[src/rtl/acs_pkg.sv]
// Shared constants and types for the two-requester add/subtract scheduler.
package acs_pkg;

    localparam int ACS_W = 4;

    typedef logic acs_id_t;

    typedef enum logic {ST_EMPTY, ST_FULL} acs_st_e;

    typedef struct packed {
        logic [ACS_W-1:0] a;
        logic [ACS_W-1:0] b;
        logic             sub;
    } acs_req_t;

    // Two's-complement overflow from the sign bits of the effective operands and result.
    function automatic logic acs_ovf(input logic a_msb, input logic b_msb,
                                     input logic sub, input logic res_msb);
        return (a_msb == (b_msb ^ sub)) && (res_msb != a_msb);
    endfunction

endpackage

[src/rtl/acs_addsub4.sv]
// Shared ACS_W-bit add/subtract unit: s = a + (b ^ {sub}) + sub, with carry out.
module acs_addsub4
    import acs_pkg::*;
(
    input  logic [ACS_W-1:0] a_i,
    input  logic [ACS_W-1:0] b_i,
    input  logic             sub_i,
    output logic [ACS_W-1:0] s_o,
    output logic             cout_o
);

    logic [ACS_W:0] sum;

    assign sum = {1'b0, a_i} + {1'b0, b_i ^ {ACS_W{sub_i}}} + {{ACS_W{1'b0}}, sub_i};
    assign {cout_o, s_o} = sum;

endmodule

[src/rtl/acs_rr_arb2.sv]
// Two-way arbiter: round-robin (RR=1) or fixed priority to requester 0 (RR=0).
module acs_rr_arb2
    import acs_pkg::*;
#(
    parameter int RR = 1
) (
    input  logic       clk,
    input  logic       rst,
    input  logic [1:0] req_i,
    input  logic       en_i,
    output logic [1:0] gnt_o,
    output acs_id_t    win_o
);

    acs_id_t last_q, last_d;

    always_comb begin
        win_o = 1'b0;
        case (req_i)
            2'b10:   win_o = 1'b1;
            2'b11:   win_o = (RR != 0) ? ~last_q : 1'b0;
            default: win_o = 1'b0;
        endcase
        gnt_o = 2'b00;
        if (en_i && (|req_i)) begin
            gnt_o[win_o] = 1'b1;
        end
        // Pointer only moves on an actual grant, so a blocked slot keeps fairness state.
        last_d = (|gnt_o) ? win_o : last_q;
    end

    always_ff @(posedge clk or posedge rst) begin
        if (rst) begin
            last_q <= 1'b1;
        end else begin
            last_q <= last_d;
        end
    end

endmodule

[src/rtl/acs_sched.sv]
// Arbitrates one shared add/subtract datapath between two requesters into a one-entry output slot.
// Optional ovf output enabled by defining ACS_SCHED_OVF_EN.
module acs_sched
    import acs_pkg::*;
#(
    parameter int RR = 1
) (
    input  logic             clk,
    input  logic             rst,
    input  logic             vld0,
    input  logic             vld1,
    input  logic [ACS_W-1:0] a0,
    input  logic [ACS_W-1:0] b0,
    input  logic [ACS_W-1:0] a1,
    input  logic [ACS_W-1:0] b1,
    input  logic             sub0,
    input  logic             sub1,
    output logic             rdy0,
    output logic             rdy1,
    output logic [ACS_W-1:0] res,
    output logic             cout,
    output acs_id_t          res_id,
`ifdef ACS_SCHED_OVF_EN
    output logic             ovf,
`endif
    output logic             res_vld,
    input  logic             res_rdy
);

    acs_st_e          st_q, st_d;
    logic             free;
    logic             acc;
    logic [1:0]       gnt;
    acs_id_t          win;
    acs_req_t [1:0]   reqs;
    acs_req_t         sel;
    logic [ACS_W-1:0] sum_s;
    logic             sum_c;

    logic [ACS_W-1:0] res_q;
    logic             cout_q;
    acs_id_t          id_q;

    // Slot frees up in the same cycle the downstream drains it.
    assign free = (st_q == ST_EMPTY) || res_rdy;

    acs_rr_arb2 #(.RR(RR)) u_arb (
        .clk   (clk),
        .rst   (rst),
        .req_i ({vld1, vld0}),
        .en_i  (free && !rst),
        .gnt_o (gnt),
        .win_o (win)
    );

    assign rdy0 = gnt[0];
    assign rdy1 = gnt[1];
    assign acc  = |gnt;

    assign reqs[0] = {a0, b0, sub0};
    assign reqs[1] = {a1, b1, sub1};
    assign sel     = reqs[win];

    acs_addsub4 u_alu (
        .a_i    (sel.a),
        .b_i    (sel.b),
        .sub_i  (sel.sub),
        .s_o    (sum_s),
        .cout_o (sum_c)
    );

    always_comb begin
        st_d = st_q;
        case (st_q)
            ST_EMPTY: if (acc) st_d = ST_FULL;
            ST_FULL:  if (res_rdy) st_d = acc ? ST_FULL : ST_EMPTY;
            default:  st_d = ST_EMPTY;
        endcase
    end

    always_ff @(posedge clk or posedge rst) begin
        if (rst) begin
            st_q <= ST_EMPTY;
        end else begin
            st_q <= st_d;
        end
    end

    always_ff @(posedge clk or posedge rst) begin
        if (rst) begin
            res_q  <= '0;
            cout_q <= 1'b0;
            id_q   <= 1'b0;
        end else if (acc) begin
            res_q  <= sum_s;
            cout_q <= sum_c;
            id_q   <= win;
        end
    end

`ifdef ACS_SCHED_OVF_EN
    logic ovf_q;

    always_ff @(posedge clk or posedge rst) begin
        if (rst) begin
            ovf_q <= 1'b0;
        end else if (acc) begin
            ovf_q <= acs_ovf(sel.a[ACS_W-1], sel.b[ACS_W-1], sel.sub, sum_s[ACS_W-1]);
        end
    end

    assign ovf = ovf_q;
`endif

    assign res     = res_q;
    assign cout    = cout_q;
    assign res_id  = id_q;
    assign res_vld = (st_q == ST_FULL);

endmodule

[config.mk]
export PLATFORM = sky130hd
export DESIGN_NAME = acs_sched
export DESIGN_NICKNAME = d
export VERILOG_FILES = /design/src/rtl/acs_pkg.sv /design/src/rtl/acs_addsub4.sv /design/src/rtl/acs_rr_arb2.sv /design/src/rtl/acs_sched.sv
export SDC_FILE = /design/constraint.sdc
export NUM_CORES = 1
export LEC_CHECK = 0
export CORE_MARGIN = 1
export CORE_UTILIZATION = 41
export CTS_CLUSTER_DIAMETER = 120
export DETAILED_ROUTE_END_ITERATION = 10
export HOLD_SLACK_MARGIN = 0.03
export PLACE_DENSITY = 0.79
export SYNTH_ARGS = -nofsm -noshare
export SYNTH_HDL_FRONTEND = slang
export SYNTH_SLANG_ARGS = --single-unit
[constraint.sdc]
create_clock -name clk -period 4.9 [get_ports clk]
set_input_delay 0.735 -clock clk [delete_from_list [all_inputs] [get_ports clk]]
set_output_delay 0.735 -clock clk [all_outputs]
set_load 0.02 [all_outputs]
==> metrics <==
DRT Wirelength between 1 and 1.5 mm; reg2reg setup slack 2.15 ns; worst IR drop on VDD approximately 0.00019 V; clk_lat worst skew approximately 0.26 ns; Die ar. roughly 1700 um2; pwr/cell area about 300 nW/um2; cell count of the worst reg-to-reg path 7; Peak Freq approximately 280 MHz; Initial Util 0.4597; setup TNS 0 ns; Die Y roughly 40 um; Min-Delay Endpoint res[0]; Max Cap Viol 0; Seq pwr share 0.318; top cells by area, synth dfrtp_1, mux2_2, xor2_1, ha_1, o21ai_0; Synth top cells by count nand2_1, dfrtp_1, o21ai_0; worst path arrival time around 2.9 ns; Synthesis Warnings 0; Max-slew headroom 0.3764; cell with the most instances after synthesis nand2_1; switch share 0.3469; Synth Cell Area 628.1 um2; r2r startpoint u_arb.last_q; Startpoint Class input pin; via density per instance just over 5; asr flop ratio synth 1.000; initial antenna violation count 0; Seq cells post-synth 8; Clock Tree Root clkbuf_4; hold_buf cts 0; fin crit period between 3 and 4 ns; HP Class flop to flop; WL per Instance 11.28 um; cell taking the most area after synthesis dfrtp_1; TritonRoute pass-1 iters 2; setup bufs post-CTS 0; Post-Syn Nets 97; CTS resizes 0; Clk network pwr share 0.188; Port-buffer cells 31; Most Crowded Layer GR met2; gr ovfl total 0; worst hold margin around 0.47 ns; clock-pin slew on the worst setup and hold paths 0.05 ns; Clock Sinks 8; worst-path fanout max 14; Most used DFF post-synth dfrtp_1; DRC violations left 0; global-route wire length before repair 2.145 mm; Post-DRT Antenna Nets 0; Layout area overhead 55.18%; initial drt markers 2; synthesized area per cell 8.973 um2; final setup violation count 0; Worst Path Required ~4.2 ns; met1 Use GR 0.2215; placed wire-length estimate between 1 and 1.5 mm; cell count after synthesis 70; Ant. Diodes 0; largest net degree at the start of global routing 15; Internal about 0.19 mW; Netlist cell types 27; met3 GRT Util 0.03261; critical path class input pin to output port; Worst Hold Launch res[0]; # rows 13; final hold viol count 0; vias in the first global route around 550; P_sw between 0.1 and 0.15 mW; Clock Skew 0.01054 ns; Hold Path Cell Cnt 2; combinational share of power 0.494; Synth top area share 0.2789; Final nets roughly 130; GRT Overall Usage 0.2022; EDFF count, synth 0; share of the clock period used by the worst path 0.7329; io pins 32; Worst R2R End res[3]; CP Capture Type output port; Final Util 0.7134; deepest clock path buffer count 2; fraction of layout cells with a size suffix above 1 0.07767; leak pwr approximately 0.42 nW; status finished clean; Final GP Congestion roughly 0.83; TritonCTS clock tree done; RSZ-0062 raised after global routing false; Seq/Total Area, Yosys 0.3207; DIE WIDTH ~41 um; final slew viol count 0; core footprint approximately 1400 um2; met2 usage 0.3477; H-tree depth 1; DR vias between 600 and 700; Num CTS Buffers 3; Worst-Margin Slew around 0.93 ns
## worst max-delay path, stage by stage
cell	delay, ns
clkdlybuf4s50_1	0.47
a21boi_1	0.76
and2_1	0.28
clkdlybuf4s50_1	0.61
## flip-flops by register name (all words and copies together), names as in the netlist
name and flops:
cout 1, res 4, res_id 1, u_arb.last_q 1, res_vld 1
## cell type report
type	instances	area, um2
multi-input cells	57	406.6
well taps	15	18.77
repair buffers	31	310.3
flip-flops and latches	8	201.4
fillers	99	391.6
inverters	3	11.26
clock buffers	4	26.28
## layer usage
layer,up-vias,wire [um]
met5,-,0
met4,0,36
met3,4,35
met2,16,692
met1,277,567
li1,313,-
## placed cells by master (no fill, tap or decap), types with 3 or more instances in the layout
cell type        netlist  final
clkbuf_4               0      3
clkdlybuf4s50_1        0     31
dfrtp_1                7      7
ha_1                   3      3
inv_1                  3      3
mux2_2                 4      4
nand2_1                9      9
nor2_1                 3      3
o21ai_0                7      7
xnor2_1                4      4
xor2_1                 5      5
## cells by family after synthesis
| group | after synthesis | synth area share |
|---|---|---|
| muxes | 6 | 0.1036 |
| xor gates and xnor gates | 9 | 0.1255 |
| buffers and inverters | 5 | 0.03186 |
| adders and majority gates | 4 | 0.09164 |
| and+or+nand+nor | 24 | 0.1912 |
| AOI/OAI and AO/OA | 14 | 0.1355 |
| DFF | 8 | 0.3207 |
## worst max-delay path by stage
stage | startpoint | endpoint | slack [ns] | cells past startpoint
2_1_floorplan | vld1 | res[3] | 2.12 | 8
3_3_place_gp | vld1 | rdy1 | 1.34 | 4
4_1_cts | vld1 | rdy1 | 1.29 | 4
3_5_place_dp | vld1 | res[3] | 1.23 | 8
6_report | vld1 | rdy1 | 1.31 | 4
5_1_grt | vld1 | rdy1 | 1.17 | 4
## power groups by stage
| stage | sequential (mW) | combinational (mW) | clock [mW] |
|---|---|---|---|
| after floorplan | 0.114 | 0.0596 | 0 |
| after global placement | 0.0938 | 0.143 | 0 |
| after detailed placement | 0.0945 | 0.146 | 0 |
| after CTS | 0.0936 | 0.146 | 0.0576 |
| after global routing | 0.0964 | 0.158 | 0.0612 |
| final | 0.0931 | 0.145 | 0.0552 |
## per-stage QoR
| stage | total power, mW | setup slack [ns] | area, um2 | instances |
|---|---|---|---|---|
| floorplan | 0.1738 | 2.123 | 628.1 | 70 |
| global placement | 0.2367 | 1.344 | 948.4 | 114 |
| detailed placement | 0.2407 | 1.230 | 948.4 | 114 |
| CTS | 0.2977 | 1.289 | 974.7 | 118 |
| global route | 0.3160 | 1.171 | 974.7 | 118 |
| finish | 0.2932 | 1.309 | 974.7 | 118 |
Note: power is estimated with default switching activity, not from simulation.
